<file path="src/rtl/mem_boot_pkg.sv">
// Shared state encoding and default sizing for the boot loader.
// Imported by the top level and by the run-length timer.
package mem_boot_pkg;

   localparam int DEF_DATA_W     = 8;
   localparam int DEF_ADDR_W     = 9;
   localparam int DEF_RUN_CYCLES = 800;
   localparam int DEF_DUMP_WORDS = 50;
   localparam int TIMER_W        = 24;

   typedef enum logic [2:0] {
      ST_IDLE,
      ST_LOAD,
      ST_RUN,
      ST_DUMP_RD,
      ST_DUMP_OUT,
      ST_DONE
   } state_e;

endpackage

</file>
<file path="src/rtl/mem_boot_loader_run_timer.sv">
// Counts CPU run cycles from zero; expire_o pulses on the last cycle of the run.
module run_timer
   import mem_boot_pkg::*;
#(
   parameter int CYCLES = DEF_RUN_CYCLES
) (
   input  logic clk_i,
   input  logic rst_ni,
   input  logic load_i,
   input  logic count_i,
   output logic expire_o
);

   localparam logic [TIMER_W-1:0] LAST = TIMER_W'(CYCLES - 1);

   logic [TIMER_W-1:0] cnt_q, cnt_d;

   always_comb begin
      cnt_d = cnt_q;
      if (load_i) begin
         cnt_d = '0;
      end else if (count_i) begin
         cnt_d = cnt_q + 1'b1;
      end
   end

   always_ff @(posedge clk_i or negedge rst_ni) begin
      if (!rst_ni) begin
         cnt_q <= '0;
      end else begin
         cnt_q <= cnt_d;
      end
   end

   assign expire_o = count_i && (cnt_q == LAST);

endmodule

</file>
<file path="src/rtl/mem_boot_loader.sv">
// Boot loader: streams a program into external memory, holds the CPU out of
// reset for a fixed run time, then streams back the first DUMP_WORDS words.
module mem_boot_loader
   import mem_boot_pkg::*;
#(
   parameter int DATA_W     = DEF_DATA_W,
   parameter int ADDR_W     = DEF_ADDR_W,
   parameter int RUN_CYCLES = DEF_RUN_CYCLES,
   parameter int DUMP_WORDS = DEF_DUMP_WORDS
) (
   input  logic              Clk,
   input  logic              Clr,
   input  logic              start,
   input  logic              in_valid,
   output logic              in_ready,
   input  logic [DATA_W-1:0] in_data,
   input  logic              in_last,
   output logic              mem_we,
   output logic              mem_re,
   output logic [ADDR_W-1:0] mem_addr,
   output logic [DATA_W-1:0] mem_wdata,
   input  logic [DATA_W-1:0] mem_rdata,
   output logic              cpu_rst_n,
   output logic              out_valid,
   input  logic              out_ready,
   output logic [ADDR_W-1:0] out_addr,
   output logic [DATA_W-1:0] out_data,
   output logic              busy,
   output logic              done,
   output logic              overflow
);

   localparam logic [ADDR_W-1:0] LAST_ADDR = '1;
   localparam logic [ADDR_W-1:0] LAST_DUMP = ADDR_W'(DUMP_WORDS - 1);

   state_e            state_q, state_d;
   logic [ADDR_W-1:0] load_ptr_q, load_ptr_d;
   logic [ADDR_W-1:0] dump_ptr_q, dump_ptr_d;
   logic [DATA_W-1:0] out_data_q, out_data_d;
   logic              ovf_q, ovf_d;
   logic              fresh_q, fresh_d;
   logic              timer_load;
   logic              timer_expire;
   logic              run_active;

   assign run_active = (state_q == ST_RUN);

   run_timer #(
      .CYCLES (RUN_CYCLES)
   ) u_run_timer (
      .clk_i    (Clk),
      .rst_ni   (Clr),
      .load_i   (timer_load),
      .count_i  (run_active),
      .expire_o (timer_expire)
   );

   always_comb begin
      state_d    = state_q;
      load_ptr_d = load_ptr_q;
      dump_ptr_d = dump_ptr_q;
      out_data_d = out_data_q;
      ovf_d      = ovf_q;
      fresh_d    = (state_q == ST_DUMP_RD);
      timer_load = 1'b0;
      in_ready   = 1'b0;
      mem_we     = 1'b0;
      mem_re     = 1'b0;
      mem_addr   = '0;
      mem_wdata  = '0;
      out_valid  = 1'b0;
      out_data   = out_data_q;
      unique case (state_q)
         ST_IDLE, ST_DONE: begin
            if (start) begin
               state_d    = ST_LOAD;
               load_ptr_d = '0;
               dump_ptr_d = '0;
               ovf_d      = 1'b0;
               timer_load = 1'b1;
            end
         end
         ST_LOAD: begin
            in_ready  = 1'b1;
            mem_addr  = load_ptr_q;
            mem_wdata = in_data;
            if (in_valid) begin
               mem_we = 1'b1;
               // The pointer parks on the top word instead of wrapping to 0.
               if (load_ptr_q != LAST_ADDR) begin
                  load_ptr_d = load_ptr_q + 1'b1;
               end
               if (in_last) begin
                  state_d = ST_RUN;
               end else if (load_ptr_q == LAST_ADDR) begin
                  ovf_d   = 1'b1;
                  state_d = ST_RUN;
               end
            end
         end
         ST_RUN: begin
            if (timer_expire) begin
               state_d = ST_DUMP_RD;
            end
         end
         ST_DUMP_RD: begin
            mem_re   = 1'b1;
            mem_addr = dump_ptr_q;
            state_d  = ST_DUMP_OUT;
         end
         ST_DUMP_OUT: begin
            out_valid = 1'b1;
            // Read data is only present on the first DUMP_OUT cycle; pass it
            // through then and hold the captured copy for any stall.
            if (fresh_q) begin
               out_data   = mem_rdata;
               out_data_d = mem_rdata;
            end
            if (out_ready) begin
               dump_ptr_d = dump_ptr_q + 1'b1;
               state_d    = (dump_ptr_q == LAST_DUMP) ? ST_DONE : ST_DUMP_RD;
            end
         end
         default: state_d = ST_IDLE;
      endcase
   end

   always_ff @(posedge Clk or negedge Clr) begin
      if (!Clr) begin
         state_q    <= ST_IDLE;
         load_ptr_q <= '0;
         dump_ptr_q <= '0;
         out_data_q <= '0;
         ovf_q      <= 1'b0;
         fresh_q    <= 1'b0;
      end else begin
         state_q    <= state_d;
         load_ptr_q <= load_ptr_d;
         dump_ptr_q <= dump_ptr_d;
         out_data_q <= out_data_d;
         ovf_q      <= ovf_d;
         fresh_q    <= fresh_d;
      end
   end

   assign cpu_rst_n = Clr && run_active;
   assign out_addr  = dump_ptr_q;
   assign busy      = (state_q == ST_LOAD) || (state_q == ST_RUN) ||
                      (state_q == ST_DUMP_RD) || (state_q == ST_DUMP_OUT);
   assign done      = (state_q == ST_DONE);
   assign overflow  = ovf_q;

endmodule

</file>
<file path="config.mk">
export PLATFORM = sky130hd
export DESIGN_NAME = mem_boot_loader
export DESIGN_NICKNAME = d
export VERILOG_FILES = /design/src/rtl/mem_boot_pkg.sv /design/src/rtl/mem_boot_loader_run_timer.sv /design/src/rtl/mem_boot_loader.sv
export SDC_FILE = /design/constraint.sdc
export NUM_CORES = 1
export LEC_CHECK = 0
export ABC_CLOCK_PERIOD_IN_PS = 3000
export CORE_ASPECT_RATIO = 0.9
export CORE_UTILIZATION = 25
export DETAILED_ROUTE_END_ITERATION = 10
export GPL_ROUTABILITY_DRIVEN = 0
export PLACE_DENSITY = 0.46
export SYNTH_ARGS = -nofsm -noshare
export SYNTH_HDL_FRONTEND = slang
export SYNTH_SLANG_ARGS = --single-unit
</file>
<file path="constraint.sdc">
create_clock -name Clk -period 3 [get_ports Clk]
set_input_delay 0.45 -clock Clk [delete_from_list [all_inputs] [get_ports Clk]]
set_output_delay 0.45 -clock Clk [all_outputs]
set_load 0.03 [all_outputs]
</file>
Word-level counts from Yosys, hierarchy flattened
Index checks and enable logic that the tools add are counted.
Word-level totals
  register bits: 55
Cells by class
  $add $sub $neg: 3
  eq/ne operators: 17
  mux-type cells: 32
  reduce and logical (&&, ||, !) cells: 14
Operators with widths (count)
  $pmux W9 S2: 3
  $mux W24: 2
  $mux W9: 4
  $add A24 B1 Y24 const B: 1
  $eq A24 B10 Y1 const B: 1
  $mux W8: 3
  $mux W3: 7
  $add A9 B1 Y9 const B: 2
  $pmux W3 S5: 1
  $ne A2 B2 Y1 const B: 7
  $mux W1: 11
  $reduce_and A5 Y1: 2
  $eq A9 B6 Y1 const B: 1
  $eq A9 B9 Y1 const B: 1
  $ne A9 B9 Y1 const B: 1
  $eq A3 B2 Y1 const B: 2
  $eq A3 B3 Y1 const B: 2
  $reduce_bool A2 Y1: 3
  $reduce_and A4 Y1: 1
  $eq A3 B1 Y1 const B: 1
  $logic_not A3 Y1: 1
  $logic_or A1 B1 Y1: 3
  $ne A3 B3 Y1 const B: 1
  $reduce_and A3 Y1: 1
  other kinds (3): 4

Logic depth before layout (Yosys ltp)
  depth after elaboration: 5
  depth in mapped cells: 10
  gate-level depth less buffers: 9

Hierarchy
Synthesis repeated with hierarchy kept, for this count alone.
Second synthesis, totals
  cells, all modules: 321
  area, all modules: 3094.2 µm²
By module, submodules not included
  mem_boot_loader: times used 1, cells each 184, area each 1793.0 µm²
  run_timer: times used 1, cells each 137, area each 1301.2 µm²

Least setup slack after synthesis
Ideal clock, no wire load.
  path kind: reg-to-output
  start: register state_q[1]
  end: output port mem_addr[0]
  arrival time: 2043 ps
  data required time: 2550 ps
  setup slack: 507 ps
  cell stages (with the launch flop): 7
  path through: dfrtp_1 -> buf_4 -> or3b_2 -> clkbuf_1 -> inv_1 -> clkbuf_1 -> a22o_1
On the way
  cells in the longest elaborated chain, start to end: 2
Ends and longest elaborated chain
  start, declared: RTL line mem_boot_loader.sv:36  | state_e state_q, state_d;
  start signal, assigned: RTL line mem_boot_loader.sv:137  | state_q <= state_d;
  $eq A3 B2 Y1 or $eq A3 B1 Y1 (tied branches): RTL line mem_boot_loader.sv:73  | unique case (state_q)
  $pmux W9 S2 *: RTL line mem_boot_loader.sv:73
  end, declared: RTL line mem_boot_loader.sv:20  | output logic [ADDR_W-1:0] mem_addr,
Mark *: on every way between the ends. The rest lies on a longest branch, timed or not.

Worst setup path after layout
  start: register state_q[2]
  end: output port mem_addr[7]
The elaborated chain is that of the path after synthesis.

==> qor.yml <==
ys_types: 44
clock_latency_ns: 0.30
crit_path_start: "state_q[2]$_DFFE_PN0P_"
crit_required_ns: 2.55
final_nets: 429
dieArea_mm2: 0.01317
initialDrtViolationCount: 135
synth.largest_area_cell: "dfrtp_1"
cts.sinks: 55
htreeDepth: 2
p_per_area_mw_per_mm2: 709.0
yosysSeqAreaShare_pct: 43.31
syn-cell-area_mm2: 0.003178
finalHoldViolations: 0
skew_ns: 0.004816
fin_crit_ns: 2.820
die_w_um: 120.8
port_buffers: 63
nFillCells: 1258
drive_above_1_share_pct: 8.189
crit_arrival_ns: 2.37
synth_area_leaders: "dfrtp_1 (43%), mux2i_1 (4.4%), nand2_1 (4.0%), mux2_2 (3.5%), nand2b_1 (3.5%)"
antenna_found_initial: 0
grt_use_total_pct: 13.94
synth_fa_ha_area_share_pct: 1.969
max_cap_violations: 0
dp.cells: 555
finalMaxSlewViolations: 0
synthMuxAreaShare_pct: 7.953
synth_xor_area_share_pct: 2.756
yosys_register_bits: 55
rows: 38
syn_area_per_cell_um2: 9.212
areaGrowthSynthToFinish_pct: 30.79
vias: 2768
clk_pin_slew_ns: 0.07
grt_overflow_total: 0
wl_per_cell_um: 15.35
avgViaCountPerCell: 4.917
die_h_um: 109.0
cts-root-buf: "clkbuf_16"
hpwl_um: 6241
pre_cts_slack_ns: 0.2558
cp-start-kind: "flop"
grt_max_degree: 56
worstMarginPinSlew_ns: 0.8926
total_leakage_power_nw: 1.854
synth-async-reset-ratio_pct: 100.0
max_freq_ghz: 0.3546
final-instance-count-excl-fill: 563
grt_pass1_wl_um: 14440
period_share_pct: 94.00
cts_tree: "done"
outcome: "finished, final reports clean"
synth_edf_count: 0
antennaDiodeCount: 0
timing.critical_path.fanout_max: 13
firstDrtPassIters: 4
hold_class: "in -> async"
cts-hold-fix-buffers: 0
setup_ws_ns: 0.1799
yosys.area_share.simple_pct: 28.31
ant_nets: 0
grt_pass1_vias: 2776
cts_setup_buffers: 0
synth_most_common_cell: "dfrtp_1"
critPathKind: "reg -> out"
synth_compound_area_share_pct: 11.73
synthTopCellsByCount: "dfrtp_1 (55), nand2_1 (34), nor2_1 (21)"
wirelength_um: 8643
worst_hold_slack_ns: 0.3278
drc: 0
synthFlopType: "dfrtp_1"
yosysTopAreaCellShare_pct: 43.31
io_pins: 64
timing.setup.tns_ns: 0
initial_core_util_pct: 26.01
reg2reg_from: "load_ptr_q[0]$_DFFE_PN0P_"
core_area_mm2: 0.01222
synthCells: 345
yosysWarnings: 0
cts-buffers-inserted: 5
max_slew_margin_pct: 40.35
rsz0062_at_grt: "false"
synth_top_family_by_area: "simple AND/OR/NAND/NOR gates"
cts.path.max_buffers: 2
ir_worst_vdd_mv: 0.2551
total_power_mw: 2.947
endpoint_kind: "output pin"
setup_viol: 0
syn_nets: 372
-- through the flow --
stage	util (%)	instance area (um^2)
after floorplan	-	3178
after global placement	32.53	3975
after detailed placement	32.53	3975
after CTS	33.82	4133
after global routing	34.02	4156
final	34.02	4156
-- repair_timing --
action	in CTS	in global routing
resized for setup	1	9
setup endpoints to repair	8	17
cloned	0	0
-- critical path, stage by stage, from the launching register on --
cell and delay (ns):
dfrtp_1 0.39, or3b_2 0.59, clkinvlp_4 0.25, a22o_1 0.18
clkdlybuf4s50_1 0.67
-- layer usage --
layer  vias up  track usage (%)  part of all wire, %
met3         8            2.406                  2.8
met2        50            21.71                   44
li1       1362                -                    -
met4         0            4.233                  1.0
met1      1348            19.66                   52
met5         -                0                    0
-- cells by family after synthesis --
group / count (synthesis)
xor+xnor: 10
fa+ha+maj: 5
buf+inv: 31
flops: 55
compound gates: 56
simple gates: 164
mux: 24
-- cell type report --
cell class                      instances  area (um^2)  area share [%]
Tap cell                              160        200.2           4.816
Sequential cell                        55         1376           33.11
Clock buffer                            8        156.4           3.763
Timing Repair Buffer                   71        705.7           16.98
Multi-Input combinational cell        259         1677           40.34
Inverter                               10        41.29          0.9934
-- where the power goes --
part | internal [mW] | leakage (nW) | switching (mW)
clock network | 0.357 | 0.0772 | 0.269
registers | 0.841 | 0.753 | 0.0640
logic | 0.536 | 1.02 | 0.880
-- sequential cells by signal, indices dropped and copies added (netlist names) --
| name | count |
|---|---|
| fresh_q | 1 |
| u_run_timer.cnt_q | 24 |
| out_addr | 9 |
| overflow | 1 |
| out_data_q | 8 |
| state_q | 3 |
| load_ptr_q | 9 |
-- cells in the final DEF (no fill, tap or decap), types with 14 or more instances in the layout --
cell and instances:
dfrtp_1 55, nor2_1 21, nand2_1 34, o21ai_0 16, nand2b_1 18, nor4_1 16, mux2i_1 14, nand3_1 14
clkdlybuf4s50_1 54, and3_1 15
-- path summary, 6_finish.rpt --
path / endpoint / slack [ns] / cells after the start
max: mem_addr[7] / 0.18 / 4
min: out_data_q[5]$_DFF_PN0_ / 0.33 / 2
max reg2reg: load_ptr_q[7]$_DFFE_PN0P_ / 0.36 / 9
min reg2reg: u_run_timer.cnt_q[23]$_DFFE_PN0P_ / 0.49 / 1
max in group asynchronous: u_run_timer.cnt_q[16]$_DFFE_PN0P_ / 2.21 / 2
min in group Clk: u_run_timer.cnt_q[23]$_DFFE_PN0P_ / 0.49 / 1
Power figures use the tool's default switching activity.
